<file path="src/rtl/aes_pkg.sv">
// Shared AES helpers: GF(2^8) xtime, FSM encoding and
// FIPS-197 byte/column slicing of a 128-bit state.
package aes_pkg;

  localparam logic [7:0] AES_POLY = 8'h1B;

  typedef enum logic {
    IDLE = 1'b0,
    RUN  = 1'b1
  } state_t;

  function automatic logic [7:0] xtime(
    input logic [7:0] x
  );
    return {x[6:0], 1'b0} ^ (x[7] ? AES_POLY : 8'h00);
  endfunction

  function automatic logic [31:0] get_col(
    input logic [127:0] s,
    input logic [1:0]   c
  );
    return s[127-32*int'(c) -: 32];
  endfunction

  function automatic logic [127:0] put_col(
    input logic [127:0] s,
    input logic [1:0]   c,
    input logic [31:0]  v
  );
    logic [127:0] r;
    r = s;
    r[127-32*int'(c) -: 32] = v;
    return r;
  endfunction

  function automatic logic [7:0] get_byte(
    input logic [31:0] w,
    input logic [1:0]  r
  );
    return w[31-8*int'(r) -: 8];
  endfunction

endpackage

</file>
<file path="src/rtl/mix_single_column.sv">
// One-column (Inv)MixColumns multiply, purely combinational.
// GF products come from xtime chains rather than tables.
module mix_single_column
  import aes_pkg::*;
#(
  parameter int INVERSE = 0
) (
  input  logic [31:0] col_in,
  output logic [31:0] col_out
);

  function automatic logic [7:0] m9(
    input logic [7:0] x
  );
    logic [7:0] x8;
    x8 = xtime(xtime(xtime(x)));
    return x8 ^ x;
  endfunction

  function automatic logic [7:0] mb(
    input logic [7:0] x
  );
    logic [7:0] x2, x8;
    x2 = xtime(x);
    x8 = xtime(xtime(x2));
    return x8 ^ x2 ^ x;
  endfunction

  function automatic logic [7:0] md(
    input logic [7:0] x
  );
    logic [7:0] x4, x8;
    x4 = xtime(xtime(x));
    x8 = xtime(x4);
    return x8 ^ x4 ^ x;
  endfunction

  function automatic logic [7:0] me(
    input logic [7:0] x
  );
    logic [7:0] x2, x4, x8;
    x2 = xtime(x);
    x4 = xtime(x2);
    x8 = xtime(x4);
    return x8 ^ x4 ^ x2;
  endfunction

  for (genvar r = 0; r < 4; r++) begin : g_row
    logic [7:0] a0, a1, a2, a3;
    assign a0 = get_byte(col_in, 2'(r));
    assign a1 = get_byte(col_in, 2'((r + 1) % 4));
    assign a2 = get_byte(col_in, 2'((r + 2) % 4));
    assign a3 = get_byte(col_in, 2'((r + 3) % 4));

    if (INVERSE != 0) begin : g_inv
      assign col_out[31-8*r -: 8] =
        me(a0) ^ mb(a1) ^ md(a2) ^ m9(a3);
    end else begin : g_fwd
      assign col_out[31-8*r -: 8] =
        xtime(a0) ^ xtime(a1) ^ a1 ^ a2 ^ a3;
    end
  end

endmodule

</file>
<file path="src/rtl/mix_columns_engine.sv">
// Column-serial MixColumns engine: one 32-bit column per clock,
// done pulse after the fourth column lands in State_Out.
module mix_columns_engine
  import aes_pkg::*;
#(
  parameter int INVERSE = 0
) (
  input  logic         CLK,
  input  logic         RST_N,
  input  logic         Start,
  input  logic [127:0] State_In,
  output logic         Busy,
  output logic         Done,
  output logic [127:0] State_Out
);

  state_t       state;
  logic [1:0]   col;
  logic [127:0] cap;
  logic [31:0]  col_src;
  logic [31:0]  col_res;

  assign col_src = get_col(cap, col);

  mix_single_column #(
    .INVERSE (INVERSE)
  ) u_col (
    .col_in  (col_src),
    .col_out (col_res)
  );

  always_ff @(posedge CLK or negedge RST_N) begin
    if (!RST_N) begin
      state     <= IDLE;
      col       <= 2'd0;
      cap       <= '0;
      Busy      <= 1'b0;
      Done      <= 1'b0;
      State_Out <= '0;
    end else begin
      unique case (state)
        IDLE: begin
          Done <= 1'b0;
          if (Start) begin
            cap   <= State_In;
            col   <= 2'd0;
            state <= RUN;
            Busy  <= 1'b1;
          end
        end
        RUN: begin
          State_Out <= put_col(State_Out, col, col_res);
          col       <= col + 2'd1;
          if (col == 2'd3) begin
            state <= IDLE;
            Busy  <= 1'b0;
            Done  <= 1'b1;
          end else begin
            Done <= 1'b0;
          end
        end
        default: begin
          state <= IDLE;
          Busy  <= 1'b0;
          Done  <= 1'b0;
        end
      endcase
    end
  end

endmodule

</file>
<file path="config.mk">
export PLATFORM = sky130hd
export DESIGN_NAME = mix_columns_engine
export DESIGN_NICKNAME = d
export VERILOG_FILES = /design/src/rtl/aes_pkg.sv /design/src/rtl/mix_single_column.sv /design/src/rtl/mix_columns_engine.sv
export SDC_FILE = /design/constraint.sdc
export NUM_CORES = 1
export LEC_CHECK = 0
export ABC_CLOCK_PERIOD_IN_PS = 6660
export CAP_MARGIN = 20
export CORE_ASPECT_RATIO = 0.75
export CORE_MARGIN = 2
export CORE_UTILIZATION = 30
export CTS_CLUSTER_SIZE = 30
export DETAILED_ROUTE_END_ITERATION = 7
export PLACE_DENSITY_LB_ADDON = 0.12
export SYNTH_ARGS = -nofsm -noshare
export SYNTH_HDL_FRONTEND = slang
export SYNTH_SLANG_ARGS = --single-unit
</file>
<file path="constraint.sdc">
create_clock -name CLK -period 6.66 [get_ports CLK]
set_clock_uncertainty 0.1 [all_clocks]
set_input_delay 0.666 -clock CLK [delete_from_list [all_inputs] [get_ports CLK]]
set_output_delay 0.666 -clock CLK [all_outputs]
set_load 0.02 [all_outputs]
</file>
**Word level (Yosys, flattened, before mapping)**

Index checks and enable logic that the tools add are counted.

- Output and inout bits: 130
- Bits in registers: 261
- Logic and storage cells: 53

- Bitwise logic cells: 21
- Equal/unequal tests: 3
- Add/sub/neg operators: 3
- Mux-type cells: 15
- Reduce and logical (&&, ||, !) cells: 2
- Shifts and indexed selects: 3

Operators with widths:

| kind | number |
|---|---|
| 8-bit XOR | 20 |
| 32-bit by 33-bit variable shift with 159-bit output, first input constant | 1 |
| 159-bit by 8-bit variable part select with 32-bit output | 1 |
| 32-bit by 33-bit variable part select with 159-bit output | 1 |
| 128-bit bitwise mux | 1 |
| 8-bit negator with 33-bit output | 1 |
| 5-bit two-way mux | 4 |
| 7-bit by 7-bit subtractor with 8-bit output, first input constant | 1 |
| 1-bit one-hot mux with 2 select lines | 3 |
| 1-bit two-way mux | 5 |
| 2-bit one-hot mux with 2 select lines | 1 |
| 2-bit AND reduction | 2 |
| 2-bit by 1-bit adder with 2-bit output, second input constant | 1 |
| 2-bit equality test, second input constant | 1 |
| 2-bit two-way mux | 1 |
| 2-bit by 1-bit != test with 1-bit output, second input constant | 1 |
| 2-bit != test, second input constant | 1 |
| 1-bit inverter | 1 |

**Logic depth before layout (Yosys ltp)**

Gate-level depths: netlist (run 1).

- Depth in word-level cells: 10
- Gate-level depth with buffers: 8

**Hierarchy**

Synthesis (run 1) repeated with hierarchy kept, for this count alone.

- Cell total of the unflattened synthesis: 737
- Area total of the unflattened synthesis: 11622.4 sq um

Modules (own cells, without submodules):

| module | instances | seq. area each (sq um) | cells each | area each (sq um) |
|---|---|---|---|---|
| mix_columns_engine | 1 | 6531.3 | 625 | 10507.6 |
| mix_single_column | 1 | 0.0 | 112 | 1114.8 |

**Worst setup path after synthesis (run 1)**

Ideal clock, no wire load.

- Path kind: register to register
- Start point: reg col[0]
- End point: reg State_Out[115]
- Slack: 4299 ps
- Setup time: 121 ps
- Clock period less this slack: 2361 ps
- Arrival: 2140 ps
- Stages on the path, launching flop included: 6
- Cells stage by stage: dfrtp_1 buf_6 mux4_2 xnor3_1 xnor3_1 a22o_1

- Word-level cells in the longest chain between the ends: 10
- Elaborated cells on any way between the ends: 30
- Classes of those cells: add/sub: 2; shift: 3; mux: 5; bitwise: 20

RTL lines:

| item | RTL line | source |
|---|---|---|
| from (decl) | mix_columns_engine.sv:18 | `logic [1:0] col;` |
| from (signal assigned) | mix_columns_engine.sv:53 | `col <= col + 2'd1;` |
| 7-bit by 7-bit subtractor with 8-bit output (*) | aes_pkg.sv:22, aes_pkg.sv:32 |  |
| 159-bit by 8-bit variable part select with 32-bit output | aes_pkg.sv:22 | `return s[127-32*int'(c) -: 32];` |
| 5-bit two-way mux | aes_pkg.sv:15 | `return {x[6:0], 1'b0} ^ (x[7] ? AES_POLY : 8'h00);` |
| 8-bit XOR | aes_pkg.sv:15 |  |
| 8-bit XOR (4 in a row) | mix_single_column.sv:60 | `xtime(a0) ^ xtime(a1) ^ a1 ^ a2 ^ a3;` |
| 32-bit by 33-bit variable part select with 159-bit output | aes_pkg.sv:32 | `r[127-32*int'(c) -: 32] = v;` |
| 128-bit bitwise mux (*) | aes_pkg.sv:32 |  |
| to (signal assigned) | mix_columns_engine.sv:52 | `State_Out <= put_col(State_Out, col, col_res);` |
| to (decl) | mix_columns_engine.sv:14 | `output logic [127:0] State_Out` |

Mark *: on every way between the ends. The rest lies on a longest branch, timed or not.
A chain may end at the register's enable or synchronous reset.

**Worst setup path in the final report (run 1)**

- Start point: reg col[0]
- End point: reg State_Out[8]

The elaborated chain is that of the path after synthesis.

==> results.json, run 1 <==
{
  "io-pin-count": 261,
  "reg2reg_to": "State_Out[8]",
  "grt_util_all_layers_pct": 18.1,
  "core_area_um2": 38200,
  "drv_slew": 0,
  "numPortBuffers": 260,
  "postRouteAntennaNets": 0,
  "dp_hpwl_mm": 25.2,
  "synth_cells": 826,
  "grt_overflow": 0,
  "crit_path_top_delay_cell": "dfrtp_2",
  "maxCapViolations": 0,
  "relSlewSlack_pct": 35.6,
  "synth_top_area_share_pct": 56.4,
  "fp.dieW_um": 231,
  "yosysSeqAreaShare_pct": 56.4,
  "period_share_pct": 51.3,
  "routabilityCongestion": 0.733,
  "gr-usage-met3_pct": 3.40,
  "synth_seq_cells": 261,
  "cp_slowest_stage_delay_ps": 920,
  "crit_required_ps": 6990,
  "start_util_pct": 30.3,
  "place_area_um2": 14700,
  "synthTopCellsByArea": "dfrtp_1 56%, mux2_2 13%, xnor3_1 6.4%",
  "die-area_um2": 40200,
  "crit_type": "flop to flop",
  "clk_pin_slew_ps": 60,
  "synth_warnings": 0,
  "clkSinkCount": 261,
  "grt_pass1_vias": 7903,
  "r2r-start": "col[0]",
  "crit_fanout": 33,
  "root_buffer": "clkbuf_16",
  "crit_chain": "ha_1, nand2_2, inv_1, nand3_2, o21ai_0",
  "h-tree-depth": 1,
  "cts_buffers": 29,
  "rsz0062_at_grt": "no",
  "endpoint": "State_Out[8]",
  "postSynthAreaPerCell_um2": 14.0,
  "cts_max_path_buffers": 3,
  "hold_viol_final": 0,
  "die_h_um": 174,
  "holdBufCountCts": 0,
  "setup_viol": 0,
  "drive_above_1_share_pct": 21.8,
  "post-route-util_pct": 41.3,
  "final_area_um2": 15800,
  "dr.pass1.iters": 5,
  "synthesis.nets": 961,
  "grt_max_degree": 130,
  "postCtsSetupRepairBufs": 0,
  "worstHoldPathType": "input pin to async pin",
  "layout.nets": 1214,
  "cp-start-kind": "flop",
  "fillers": 3616,
  "clk_latency_ps": 560,
  "cts_tree": "done",
  "use_met1_pct": 26.8,
  "use_met2_pct": 27.6,
  "fmax_ghz": 0.293,
  "yosysTopAreaCell": "dfrtp_1",
  "busiest_layer": "met2",
  "num_rows": 62,
  "routed_wl_mm": 35.9,
  "end_kind": "flop",
  "drt_iter0_drc": 470,
  "cts_resized": 0,
  "rrSetupSlack_ps": 3240,
  "crit_start": "col[0]",
  "wire_per_inst_um": 22.3,
  "yosysUniqueCellTypes": 27,
  "tns_ps": 0,
  "vias": 7535,
  "rr_worst_depth": 5,
  "arrival_ps": 3750,
  "syn_to_final_growth_pct": 36.1,
  "tightest_slew_ps": 966,
  "min_period_ps": 3420,
  "remaining_drc_errors": 0,
  "grt_pass1_wl_mm": 54.1,
  "outcome": "completed",
  "syn_area_um2": 11600,
  "viasPerCell": 4.67,
  "antenna_found_initial": 1
}
## sequential cells by signal, indices dropped and copies added (netlist names)
name       flops
state          1
Done           1
cap          128
Busy           1
State_Out    128
col            2
## placed cells by master, fill, tap and decap left out, types with 2 or more instances in the layout
master,netlist,routed
mux2_2,129,129
clkbuf_8,0,8
or3_1,3,3
bufinv_16,0,4
dfrtp_2,0,2
ha_1,4,4
xnor2_2,12,12
clkbuf_16,0,29
o21ai_1,66,66
nand2_1,129,128
clkbuf_1,39,3
xnor2_1,15,15
xor2_1,4,4
xor3_1,10,10
clkdlybuf4s50_1,0,259
clkinv_2,0,6
nor2_1,3,3
inv_1,7,7
o21ai_0,58,58
xnor3_1,33,33
a22o_1,4,4
dfrtp_1,261,259
mux4_2,32,32
buf_4,2,10
## worst max-delay path: cells and delay by family (launching register included)
kind,cells,cell delay [ps]
AO/OA/AOI/OAI,1,450
AND/OR/NAND/NOR,2,1180
adder cells (fa/ha/maj),1,300
flip-flops,1,920
buffers and inverters,1,300
## kinds of logic (layout without fill, tap and decap cells)
logic type               count (synthesis)  in the layout  share of synthesized area (%)
buffers and inverters                   57            330                           2.20
other                                    0              1                              0
multiplexers                           161            161                           18.8
AO/OA/AOI/OAI                          130            130                           5.79
adder cells (fa/ha/maj)                  4              4                          0.432
XOR/XNOR                                75             75                           11.8
flip-flops                             261            261                           56.4
AND/OR/NAND/NOR                        138            138                           4.58
## layer usage
layer	vias up	routed length (um)
li1	3413	-
met1	3860	17100
met2	218	16100
met3	44	2030
met4	0	782
met5	-	0
## metrics by stage
stage,std cells,setup slack (ps),hold slack [ps]
4_1_cts,1611,3060,107
2_1_floorplan,826,4300,270
3_5_place_dp,1560,3070,373
6_report,1612,3240,35.4
3_3_place_gp,1559,3110,363
5_1_grt,1611,2900,84.0
## synthesized netlist by cell type, drive strengths merged
library cell    n
a22o            4
nor2b           1
nand3           1
clkbuf         39
xnor2          28
inv             7
nor2            3
o21ai         124
mux4           32
ha              4
xnor3          33
mux2          129
or3             3
buf            11
nor3            1
xor2            4
dfrtp         261
xor3           10
nand2         129
a21o            1
o31ai           1
## how the worst min path moves through the flow
stage	start	endpoint	slack (ps)	depth (start not counted)
after floorplan	RST_N	Busy	270	0
after global placement	State_Out[120]	State_Out[120]	360	2
after detailed placement	State_Out[120]	State_Out[120]	370	2
after CTS	RST_N	cap[26]	110	1
after global routing	RST_N	cap[26]	80	1
final	RST_N	cap[26]	40	1
## layout make-up
type	count	area [um^2]	share of cell area, %
flip-flops and latches	261	6530	41.5
diodes	1	2.50	0.0159
well taps	512	641	4.07
clock buffers	40	847	5.38
multi-input cells	508	4810	30.5
inverters	7	26.3	0.167
clock inverters	11	166	1.06
repair buffers	272	2730	17.3
Power of run 1 is left out: the tool's default activity adds up to more than one toggle a clock period on the data nets, which glitch-free logic cannot reach.
==> inputs of run 2 (changes only) <==
Settings changed: ABC_CLOCK_PERIOD_IN_PS 6660 to 3200.
Clock period 6.66 ns to 3.2 ns, I/O delays scaled along.
==> run 2 against run 1 <==
First-iteration DRC count decreased by 5.1%. Flip-flop and latch count unchanged. Cell area rose by 0.33%. Core utilization rose by 0.13 points. Fmax increased by 22%. Sequential share of layout area decreased by 0.13 points. Global-route usage down 0.41 points. Largest cell class unchanged.
==> results.json, run 2 (synthesized netlist as in run 1, its figures left out) <==
{
  "start_util_pct": 30.3,
  "routed_wl_mm": 35.3,
  "tns_ps": 0,
  "hold_viol_final": 0,
  "clk_latency_ps": 560,
  "fp.dieW_um": 231,
  "cp-start-kind": "flop",
  "clkSinkCount": 261,
  "postRouteAntennaNets": 0,
  "crit_type": "flop to flop",
  "viasPerCell": 4.62,
  "grt_pass1_vias": 7909,
  "die_h_um": 174,
  "crit_chain": "buf_12, mux4_2, xnor2_2, xnor3_1, o21ai_0",
  "cts_max_path_buffers": 3,
  "crit_path_top_delay_cell": "mux4_2",
  "core_area_um2": 38200,
  "clk_pin_slew_ps": 60,
  "relSlewSlack_pct": 54.7,
  "grt_pass1_wl_mm": 53.0,
  "io-pin-count": 261,
  "arrival_ps": 3160,
  "end_kind": "flop",
  "period_share_pct": 87.4,
  "rr_worst_depth": 5,
  "outcome": "completed",
  "layout_common_cells": "259 x dfrtp_1, 259 x clkdlybuf4s50_1, 129 x nand2_1, 129 x mux2_2, 66 x o21ai_1",
  "h-tree-depth": 1,
  "cts_resized": 0,
  "die-area_um2": 40200,
  "top_regs": "State_Out x128, cap x128, col x2",
  "dr.pass1.iters": 4,
  "numPortBuffers": 260,
  "root_buffer": "clkbuf_16",
  "routabilityCongestion": 0.761,
  "num_rows": 62,
  "postCtsSetupRepairBufs": 0,
  "crit_fanout": 17,
  "grt_util_all_layers_pct": 17.7,
  "antenna_found_initial": 2,
  "rrSetupSlack_ps": 400,
  "r2r-start": "col[0]",
  "reg2reg_to": "State_Out[23]",
  "cp_slowest_stage_delay_ps": 680,
  "wire_per_inst_um": 21.7,
  "drv_slew": 0,
  "min_period_ps": 2800,
  "tightest_slew_ps": 680,
  "drt_iter0_drc": 446,
  "maxCapViolations": 0,
  "drive_above_1_share_pct": 22.1,
  "worstHoldPathType": "input pin to async pin",
  "vias": 7492,
  "grt_max_degree": 109,
  "crit_required_ps": 3560,
  "cts_tree": "done",
  "grt_overflow": 0,
  "layout.nets": 1228,
  "remaining_drc_errors": 0,
  "rsz0062_at_grt": "no",
  "cts_buffers": 29,
  "setup_viol": 0,
  "dp_hpwl_mm": 25.6,
  "syn_to_final_growth_pct": 36.5,
  "fmax_ghz": 0.358
}
run 2: stage by stage:
step	setup slack [ps]	util, %	area (um^2)	hold slack (ps)	cells
floorplan	839	-	11600	-75.6	826
CTS	316	41.4	15800	230	1622
detailed placement	369	39.0	14900	226	1573
global placement	436	39.0	14900	229	1573
global route	198	41.4	15800	248	1622
finish	405	41.4	15800	228	1623
run 2: area by class of cell:
class | count | area [um^2]
diodes | 1 | 2.50
multi-input cells | 508 | 4800
clock inverters | 8 | 105
inverters | 7 | 26.3
repair buffers | 286 | 2880
well taps | 512 | 641
flip-flops and latches | 261 | 6530
fillers | 3608 | 22400
clock buffers | 40 | 817
run 2: repair_timing:
item | in CTS | in global routing
hold buffers | 1 | 0
hold endpoints to repair | 59 | 0
setup endpoints to repair | 0 | 0
run 2: worst max path at each step:
stage,startpoint,to,slack (ps),cells after the start
3_5_place_dp,col[0],State_Out[23],370,5
5_1_grt,col[0],State_Out[23],200,5
6_report,col[0],State_Out[23],400,5
3_3_place_gp,col[0],State_Out[24],440,5
4_1_cts,col[0],State_Out[23],320,5
2_1_floorplan,col[0],State_Out[83],840,5
run 2: metal layers:
metal	track usage [%]	vias to the layer above	routed length, um
met5	0	-	13
met4	3.15	2	597
met3	4.00	40	1930
met2	27.0	187	15700
met1	26.1	3829	17000
li1	-	3434	-
run 2: critical path: cells and delay by family (launching register included):
family	cells	cell delay, ps
xor gates and xnor gates	2	940
DFF	1	520
buffers and inverters	1	240
AOI/OAI and AO/OA	1	210
muxes	1	680
Power of run 2 is left out for the same reason.
